`src/rtl/arbiter8way16.sv`:
```
// rtl/arbiter8way16.sv - round-robin 8-way 16-bit arbiter with valid/ready and burst limit
// Optional burst lock input enabled by defining ARBITER8WAY16_LOCK_EN.
module arbiter8way16 #(
    parameter int BURST_MAX = 4
) (
    input  logic        in_clk,
    input  logic        in_rst_n,
    input  logic [0:7]  in_req,
    input  logic [0:15] in_a,
    input  logic [0:15] in_b,
    input  logic [0:15] in_c,
    input  logic [0:15] in_d,
    input  logic [0:15] in_e,
    input  logic [0:15] in_f,
    input  logic [0:15] in_g,
    input  logic [0:15] in_h,
    input  logic        in_ready,
`ifdef ARBITER8WAY16_LOCK_EN
    input  logic        in_lock,
`endif
    output logic [0:7]  out_gnt,
    output logic [0:2]  out_sel,
    output logic        out_valid,
    output logic [0:15] out_y
);

    typedef enum logic {IDLE, GRANT} state_t;

    localparam logic [3:0] BEAT_LAST = 4'(BURST_MAX - 1);

    state_t      state, state_n;
    logic [0:7]  gnt_n;
    logic [0:2]  sel_n;
    logic [2:0]  ptr, ptr_n;
    logic [3:0]  beat_cnt, beat_n;
    logic [2:0]  base, cand, pick;
    logic        found, lock, xfer, release_now;

`ifdef ARBITER8WAY16_LOCK_EN
    assign lock = in_lock;
`else
    assign lock = 1'b0;
`endif

    assign out_valid = (state == GRANT) && in_req[out_sel];
    assign xfer      = out_valid && in_ready;

    // On release the search starts just past the current holder, so it is
    // evaluated with the post-release pointer in the same edge.
    assign base = (state == GRANT) ? 3'(out_sel + 3'd1) : ptr;

    always_comb begin
        pick  = base;
        found = 1'b0;
        cand  = base;
        for (int k = 7; k >= 0; k--) begin
            cand = 3'(base + 3'(k));
            if (in_req[cand]) begin
                pick  = cand;
                found = 1'b1;
            end
        end
    end

    assign release_now = !in_req[out_sel] ||
                         (xfer && (beat_cnt == BEAT_LAST) && !lock);

    always_comb begin
        state_n = state;
        gnt_n   = out_gnt;
        sel_n   = out_sel;
        ptr_n   = ptr;
        beat_n  = beat_cnt;
        case (state)
            IDLE: begin
                if (found) begin
                    state_n     = GRANT;
                    gnt_n       = '0;
                    gnt_n[pick] = 1'b1;
                    sel_n       = pick;
                    beat_n      = '0;
                end
            end
            GRANT: begin
                if (release_now) begin
                    ptr_n  = base;
                    gnt_n  = '0;
                    beat_n = '0;
                    if (found) begin
                        gnt_n[pick] = 1'b1;
                        sel_n       = pick;
                    end else begin
                        state_n = IDLE;
                    end
                end else if (xfer && (beat_cnt != BEAT_LAST)) begin
                    // Under lock the count saturates at the last beat.
                    beat_n = beat_cnt + 4'd1;
                end
            end
            default: state_n = IDLE;
        endcase
    end

    always_ff @(posedge in_clk or negedge in_rst_n) begin
        if (!in_rst_n) begin
            state    <= IDLE;
            out_gnt  <= '0;
            out_sel  <= '0;
            ptr      <= '0;
            beat_cnt <= '0;
        end else begin
            state    <= state_n;
            out_gnt  <= gnt_n;
            out_sel  <= sel_n;
            ptr      <= ptr_n;
            beat_cnt <= beat_n;
        end
    end

    _mux8way16 u_mux (
        .in_a   (in_a),
        .in_b   (in_b),
        .in_c   (in_c),
        .in_d   (in_d),
        .in_e   (in_e),
        .in_f   (in_f),
        .in_g   (in_g),
        .in_h   (in_h),
        .in_sel (out_sel),
        .out_y  (out_y)
    );

endmodule

// 8-way 16-bit mux; in_sel[0] is the MSB of the index.
module _mux8way16 (
    input  logic [0:15] in_a,
    input  logic [0:15] in_b,
    input  logic [0:15] in_c,
    input  logic [0:15] in_d,
    input  logic [0:15] in_e,
    input  logic [0:15] in_f,
    input  logic [0:15] in_g,
    input  logic [0:15] in_h,
    input  logic [0:2]  in_sel,
    output logic [0:15] out_y
);

    always_comb begin
        case (in_sel)
            3'd0:    out_y = in_a;
            3'd1:    out_y = in_b;
            3'd2:    out_y = in_c;
            3'd3:    out_y = in_d;
            3'd4:    out_y = in_e;
            3'd5:    out_y = in_f;
            3'd6:    out_y = in_g;
            default: out_y = in_h;
        endcase
    end

endmodule
```
`config.mk`:
```
export PLATFORM = sky130hd
export DESIGN_NAME = arbiter8way16
export DESIGN_NICKNAME = d
export VERILOG_FILES = /design/src/rtl/arbiter8way16.sv
export SDC_FILE = /design/constraint.sdc
export NUM_CORES = 1
export LEC_CHECK = 0
export CAP_MARGIN = 20
export CORE_UTILIZATION = 40
export CTS_BUF_LIST = sky130_fd_sc_hd__clkbuf_4
export CTS_CLUSTER_DIAMETER = 30
export DETAILED_ROUTE_END_ITERATION = 8
export GPL_TIMING_DRIVEN = 1
export PLACE_DENSITY = 0.84
export SLEW_MARGIN = 20
export SYNTH_ARGS = -nofsm -noshare
export SYNTH_HDL_FRONTEND = slang
export SYNTH_HIERARCHICAL = 1
export SYNTH_SLANG_ARGS = --single-unit
```
`constraint.sdc`:
```
create_clock -name in_clk -period 5.4 [get_ports in_clk]
set_clock_uncertainty 0.2 [all_clocks]
set_input_delay 1.35 -clock in_clk [delete_from_list [all_inputs] [get_ports in_clk]]
set_output_delay 1.35 -clock in_clk [all_outputs]
set_load 0.02 [all_outputs]
```
==> results of run 1 <==
Yosys cell counts, types with 6 or more instances:
master,instances,area [sq um]
nor2_1,11,41.3
o21ai_0,24,120
nand2b_1,6,37.5
o211ai_1,6,45.0
mux2i_1,14,140
buf_2,13,65.1
a21oi_1,33,165
nand2_1,39,146
a221oi_1,23,201
clkbuf_1,8,30.0
o22a_1,12,105
mux2_2,8,90.1
a32o_1,6,60.1
dfrtp_1,19,475
and2_1,8,50.1
buf_6,6,67.6
a22oi_1,12,90.1
nand3_1,17,85.1
stage by stage:
step	util	power, uW	instances	cell area [sq um]	hold slack [ns]
3_3_place_gp	0.657	3230	597	4540	0.263
5_1_grt	0.661	3590	601	4570	0.329
6_report	0.661	3360	601	4570	0.302
2_1_floorplan	-	2410	360	2900	0.249
3_5_place_dp	0.657	3230	597	4540	0.277
4_1_cts	0.661	3320	601	4570	0.311
worst max-delay path by stage:
stage / startpoint / end / slack (ns)
2_1_floorplan: out_sel[2] / out_gnt[3] / 0.85
3_3_place_gp: in_req[1] / out_valid / 0.49
3_5_place_dp: in_req[0] / out_valid / 0.43
4_1_cts: in_req[0] / out_valid / 0.42
5_1_grt: in_req[0] / out_valid / 0.35
6_report: in_req[0] / out_valid / 0.39
cells in the final DEF (no fill, tap or decap), types with 3 or more instances in the layout:
cell type / synthesis / final
nand2_1: 39 / 39
mux4_2: 5 / 5
mux2_2: 8 / 8
nand2b_1: 6 / 6
mux2i_1: 14 / 14
nand3_1: 17 / 17
o21ai_0: 24 / 24
or3_1: 5 / 5
nor2_1: 11 / 11
o221ai_1: 3 / 3
ha_1: 3 / 3
and2_1: 8 / 8
o211ai_1: 6 / 6
or2_1: 3 / 3
a41oi_1: 3 / 3
buf_4: 2 / 4
a32o_1: 6 / 6
a21oi_1: 33 / 33
dfrtp_1: 19 / 19
o22a_1: 12 / 12
nor2b_1: 4 / 4
clkdlybuf4s50_1: 0 / 166
o2bb2ai_1: 5 / 5
a22oi_1: 12 / 12
a221oi_1: 23 / 23
clkbuf_4: 0 / 4
a211oi_1: 4 / 4
inv_1: 5 / 5
nand3b_1: 5 / 5
worst min-delay path, cell delays in order, from the launching register on:
cell and delay (ns):
dfrtp_1 0.36, nand2_1 0.05, o21ai_0 0.06
metal layers:
metal  track usage  wire length [um]  vias up
met5             0                 0        -
met4        0.0894               404        0
met1         0.374              4740     1708
met2         0.508              5610      198
met3        0.0654              1180       33
li1              -                 -     1718
power by group through the flow:
stage	Clock, uW	Sequential [uW]	Combinational, uW
after detailed placement	0	264	2970
after CTS	78.5	262	2980
after global placement	0	260	2970
final	76.2	262	3020
after global routing	80.5	270	3240
after floorplan	0	281	2130
state kept, by name, indices dropped and copies added, names as in the netlist:
signal,flops
ptr,3
out_sel,3
state,1
beat_cnt,4
out_gnt,8
layout make-up:
| cell class | instances | share of cell area |
|---|---|---|
| well taps | 96 | 0.0263 |
| clock buffers | 4 | 0.00658 |
| multi-input cells | 306 | 0.487 |
| inverters | 6 | 0.00548 |
| repair buffers | 170 | 0.370 |
| flip-flops and latches | 19 | 0.104 |
cell families (layout without fill, tap and decap cells):
family | Yosys count | count (layout)
AO/OA/AOI/OAI | 157 | 157
XOR/XNOR | 3 | 3
adder cells (fa/ha/maj) | 3 | 3
buffers and inverters | 35 | 180
flip-flops | 19 | 19
multiplexers | 31 | 31
AND/OR/NAND/NOR | 112 | 112
==> results.yml, run 1 <==
status:
  status: "finished, final reports clean"
critical_path:
  cp_max_fo: 6
  critPathBufInv: 3
  crit-reg2reg-launch: "state"
  reg2reg_depth: 13
  cpPeakStageDelay_ns: 0.54
  critical_path.top_delay_family: "buffers and inverters"
  crit_chain: "clkdlybuf4s50_1 > mux4_2 > mux2i_1 > nand2b_1 > inv_1 > clkdlybuf4s50_1"
  cp_common_cell: "clkdlybuf4s50_1"
  end_kind: "output pin"
  rrSetupSlack_ns: 0.97
  crit_type: "in2out"
  worstSetupStartpointType: "primary input"
  cp.depth: 6
  cp_slowest_cell: "clkdlybuf4s50_1"
  worstReg2RegEnd: "out_gnt[3]"
  crit_arrival_ns: 3.46
  crit_required_ns: 3.85
synthesis:
  synth.area.mux_share: 0.140
  ys_ff_latch: 19
  synthSimpleGateAreaFrac: 0.203
  yosysSeqAreaShare: 0.164
  synthAdderAreaFrac: 0.0129
  synthFlopType: "dfrtp_1"
  synth_compound_area_frac: 0.396
  synthXorXnorAreaFrac: 0.0142
  synth_edf_count: 0
  synth_area_per_cell_sq_um: 8.06
  synth_top_family_by_area: "compound AO/OA/AOI/OAI gates"
  syn_nets: 502
  ys_types: 68
  yosys_warnings: 6
  postSynthCellCount: 360
  netlist_area_sq_um: 2900
  async_flop_share: 1.00
clocking:
  cts.sinks: 19
  cts_setup_buffers: 0
  clock_path_buffers: 2
  path_clk_slew_ns: 0.10
  numCtsBuffers: 3
  root_buffer: "clkbuf_4"
  cts_tree: "yes"
  htree_levels: 1
  postCtsHoldBufs: 0
  ctsResizeCount: 0
  clk_latency_ns: 0.30
timing:
  worstMarginPinSlew_ns: 0.868
  rsz0062_at_grt: "false"
  fin_crit_ns: 5.01
  slew_viol_final: 0
  min_period_over_period: 0.927
  setup_viol: 0
  fin_setup_tns_ns: 0
  relSlewSlack: 0.421
  finalWorstSetupSlack_ns: 0.394
  hold_viol_final: 0
  fmax_ghz: 0.200
pwr:
  seqPwrFrac: 0.078
  p_sw_uw: 1820
  ir_worst_vdd_uv: 625
  power.leakage_uw: 0.00169
  switching_share: 0.543
  pwr-share-clk: 0.023
  comb_power_share: 0.899
  p_per_area_nw_per_um2: 735
  p_int_uw: 1540
final_layout:
  n_fill_cell: 610
  drive_gt1_frac: 0.0832
  register_area_sq_um: 475
  multiInputGateArea_sq_um: 2220
  antenna_cells: 0
  area_growth_pct: 57.3
  nNetsFinal: 648
grt:
  grt_use_total: 0.297
  grt_overflow: 0
  grt_max_degree: 50
  grt_pass1_vias: 3313
  grt_pass1_wl_um: 17500
  antenna_found_initial: 0
detailed_routing:
  via_count: 3657
  via_per_inst: 6.08
  drc_errors: 0
  ant_nets: 0
  routed_wl_um: 11900
  routedWlPerCell_um: 19.9
  firstDrtPassIters: 5
  drt-initial-drc-count: 194
min_path:
  hold_path_class: "reg2reg"
  worstHoldEndpoint: "ptr[1]"
  worstHoldStart: "ptr[1]"
  hold_depth: 2
die:
  io_pins: 167
  die_w_um: 87.2
  core_region_area_sq_um: 6910
  dieArea_sq_um: 7600
  die_y_um: 87.2
  start_util: 0.420
  rows: 30
run:
  drv_cap: 0
place:
  portBuffers: 166
  pre_cts_ws_ns: 0.433
  hpwl_um: 9530
  routabilityCongestion: 0.967
Note: power is estimated with default switching activity, not from simulation.
==> run 2: changes to the inputs <==
--- a/config.mk
+++ b/config.mk
@@ -6,13 +6,14 @@
 export NUM_CORES = 1
 export LEC_CHECK = 0
 export CAP_MARGIN = 20
-export CORE_UTILIZATION = 40
+export CELL_PAD_IN_SITES_DETAIL_PLACEMENT = 1
+export CELL_PAD_IN_SITES_GLOBAL_PLACEMENT = 1
+export CORE_UTILIZATION = 27
 export CTS_BUF_LIST = sky130_fd_sc_hd__clkbuf_4
 export CTS_CLUSTER_DIAMETER = 30
 export DETAILED_ROUTE_END_ITERATION = 8
 export GPL_TIMING_DRIVEN = 1
-export PLACE_DENSITY = 0.84
-export SLEW_MARGIN = 20
+export PLACE_DENSITY_LB_ADDON = 0.1
 export SYNTH_ARGS = -nofsm -noshare
 export SYNTH_HDL_FRONTEND = slang
 export SYNTH_HIERARCHICAL = 1
==> constraint.sdc (replaced) <==
create_clock -name in_clk -period 5 [get_ports in_clk]
set_clock_uncertainty 0.2 [all_clocks]
set_input_delay 1.25 -clock in_clk [delete_from_list [all_inputs] [get_ports in_clk]]
set_output_delay 1.25 -clock in_clk [all_outputs]
set_load 0.02 [all_outputs]
==> results.yml, run 2 (same netlist as run 1, synthesis figures left out) <==
grt:
  grt_pass1_wl_um: 21000
  grt_max_degree: 44
  grt_pass1_vias: 3699
  grt_use_total: 0.236
  antenna_found_initial: 1
  grt_overflow: 0
final_layout:
  multiInputGateArea_sq_um: 2220
  top_regs: "out_gnt x8, beat_cnt x4"
  antenna_cells: 0
  nNetsFinal: 649
  register_area_sq_um: 477
  final_common_cell: "clkdlybuf4s50_1"
  layout.cells.most_common_list: "166 x clkdlybuf4s50_1, 39 x nand2_1, 33 x a21oi_1"
  regMostFlops: "out_gnt"
  largest_reg_flops: 8
  area_growth_pct: 59.3
  fin_util: 0.446
  drive_gt1_frac: 0.0870
  n_fill_cell: 1263
place:
  hpwl_um: 10700
  routabilityCongestion: 0.861
  portBuffers: 166
detailed_routing:
  firstDrtPassIters: 5
  via_count: 3691
  ant_nets: 0
  drt-initial-drc-count: 215
  drc_errors: 0
  routed_wl_um: 13600
  via_per_inst: 5.75
  routedWlPerCell_um: 21.1
pwr:
  comb_power_share: 0.901
  p_per_area_nw_per_um2: 799
  ir_worst_vdd_uv: 614
  seqPwrFrac: 0.078
  switching_share: 0.552
  p_int_uw: 1660
  pwr-share-clk: 0.021
  p_sw_uw: 2040
  power.leakage_uw: 0.00169
timing:
  slew_viol_final: 0
  hold_viol_final: 0
  fmax_ghz: 0.212
  rsz0062_at_grt: "false"
  setup_viol: 0
  min_period_over_period: 0.944
  worstMarginPinSlew_ns: 0.869
  fin_crit_ns: 4.72
  relSlewSlack: 0.419
  fin_setup_tns_ns: 0
die:
  die_w_um: 106
  die_y_um: 106
  core_region_area_sq_um: 10400
  io_pins: 167
  rows: 37
  start_util: 0.280
  dieArea_sq_um: 11200
run:
  drv_cap: 0
clocking:
  cts_tree: "yes"
  cts_setup_buffers: 0
  root_buffer: "clkbuf_4"
  numCtsBuffers: 3
  htree_levels: 1
  clock_path_buffers: 2
  path_clk_slew_ns: 0.11
  postCtsHoldBufs: 0
  cts.sinks: 19
  ctsResizeCount: 0
  clk_latency_ns: 0.30
critical_path:
  end_kind: "output pin"
  crit_required_ns: 3.55
  crit_arrival_ns: 3.27
  crit_type: "in2out"
  cp_max_fo: 5
  worstSetupStartpointType: "primary input"
status:
  status: "finished, final reports clean"
min_path:
  hold_path_class: "reg2reg"
[run 2: cell count changes in the layout (fill, tap and decap cells not counted), sizes merged]
cell | before | now
clkinv | 0 | 1
buf | 4 | 5
clkbuf | 4 | 3
[run 2: stage by stage]
step	hold slack, ns	std cells	worst slack (ns)	area, sq um	total power [uW]
floorplan	0.249	360	0.446	2900	2600
global placement	0.266	638	0.284	4600	3570
detailed placement	0.280	638	0.263	4600	3610
CTS	0.311	642	0.260	4620	3700
global route	0.346	642	0.218	4620	4000
finish	0.305	642	0.278	4620	3700
[run 2: metal layers]
| metal | GRT usage | part of all wire |
|---|---|---|
| met1 | 0.317 | 0.44 |
| met2 | 0.413 | 0.48 |
| met4 | 0.0288 | 0.011 |
| met3 | 0.0303 | 0.067 |
| met5 | 0 | 0.00096 |
[run 2: worst max-delay path, stage by stage]
cell	delay (ns)
clkdlybuf4s50_1	0.51
mux4_2	0.51
mux2i_1	0.22
nand2b_1	0.18
inv_1	0.05
clkdlybuf4s50_1	0.55
[run 2: path summary, 6_finish.rpt]
path / startpoint / end / slack (ns) / cells after the start
hold reg to reg: out_gnt[4] / out_gnt[4] / 0.31 / 1
min in group asynchronous: in_rst_n / out_gnt[2] / 1.21 / 1
setup / recovery: in_req[7] / out_valid / 0.28 / 6
hold / removal: out_gnt[4] / out_gnt[4] / 0.31 / 1
max in group asynchronous: in_rst_n / out_sel[1] / 2.82 / 1
setup reg to reg: state / out_gnt[3] / 0.62 / 12
[run 2: cell type report]
type | count | share of cell area
multi-input combinational | 306 | 0.481
timing repair buffer | 171 | 0.368
sequential | 19 | 0.103
tap | 136 | 0.0368
inverter | 6 | 0.00541
clock buffer | 3 | 0.00487
clock inverter | 1 | 0.00108
[run 2: power groups by stage]
stage	sequential [uW]	clock, uW	combinational, uW
6_report	287	78.4	3330
3_5_place_dp	291	0	3320
5_1_grt	298	89.9	3610
4_1_cts	289	83.7	3330
3_3_place_gp	290	0	3280
2_1_floorplan	303	0	2300
==> run 3: changes to the inputs <==
--- a/config.mk
+++ b/config.mk
@@ -12,7 +12,6 @@
 export CTS_BUF_LIST = sky130_fd_sc_hd__clkbuf_4
 export CTS_CLUSTER_DIAMETER = 30
 export DETAILED_ROUTE_END_ITERATION = 8
-export GPL_TIMING_DRIVEN = 1
 export PLACE_DENSITY_LB_ADDON = 0.1
 export SYNTH_ARGS = -nofsm -noshare
 export SYNTH_HDL_FRONTEND = slang
==> results of run 3 <==
The final DEF is identical to that of run 2; final timing and power are the same.
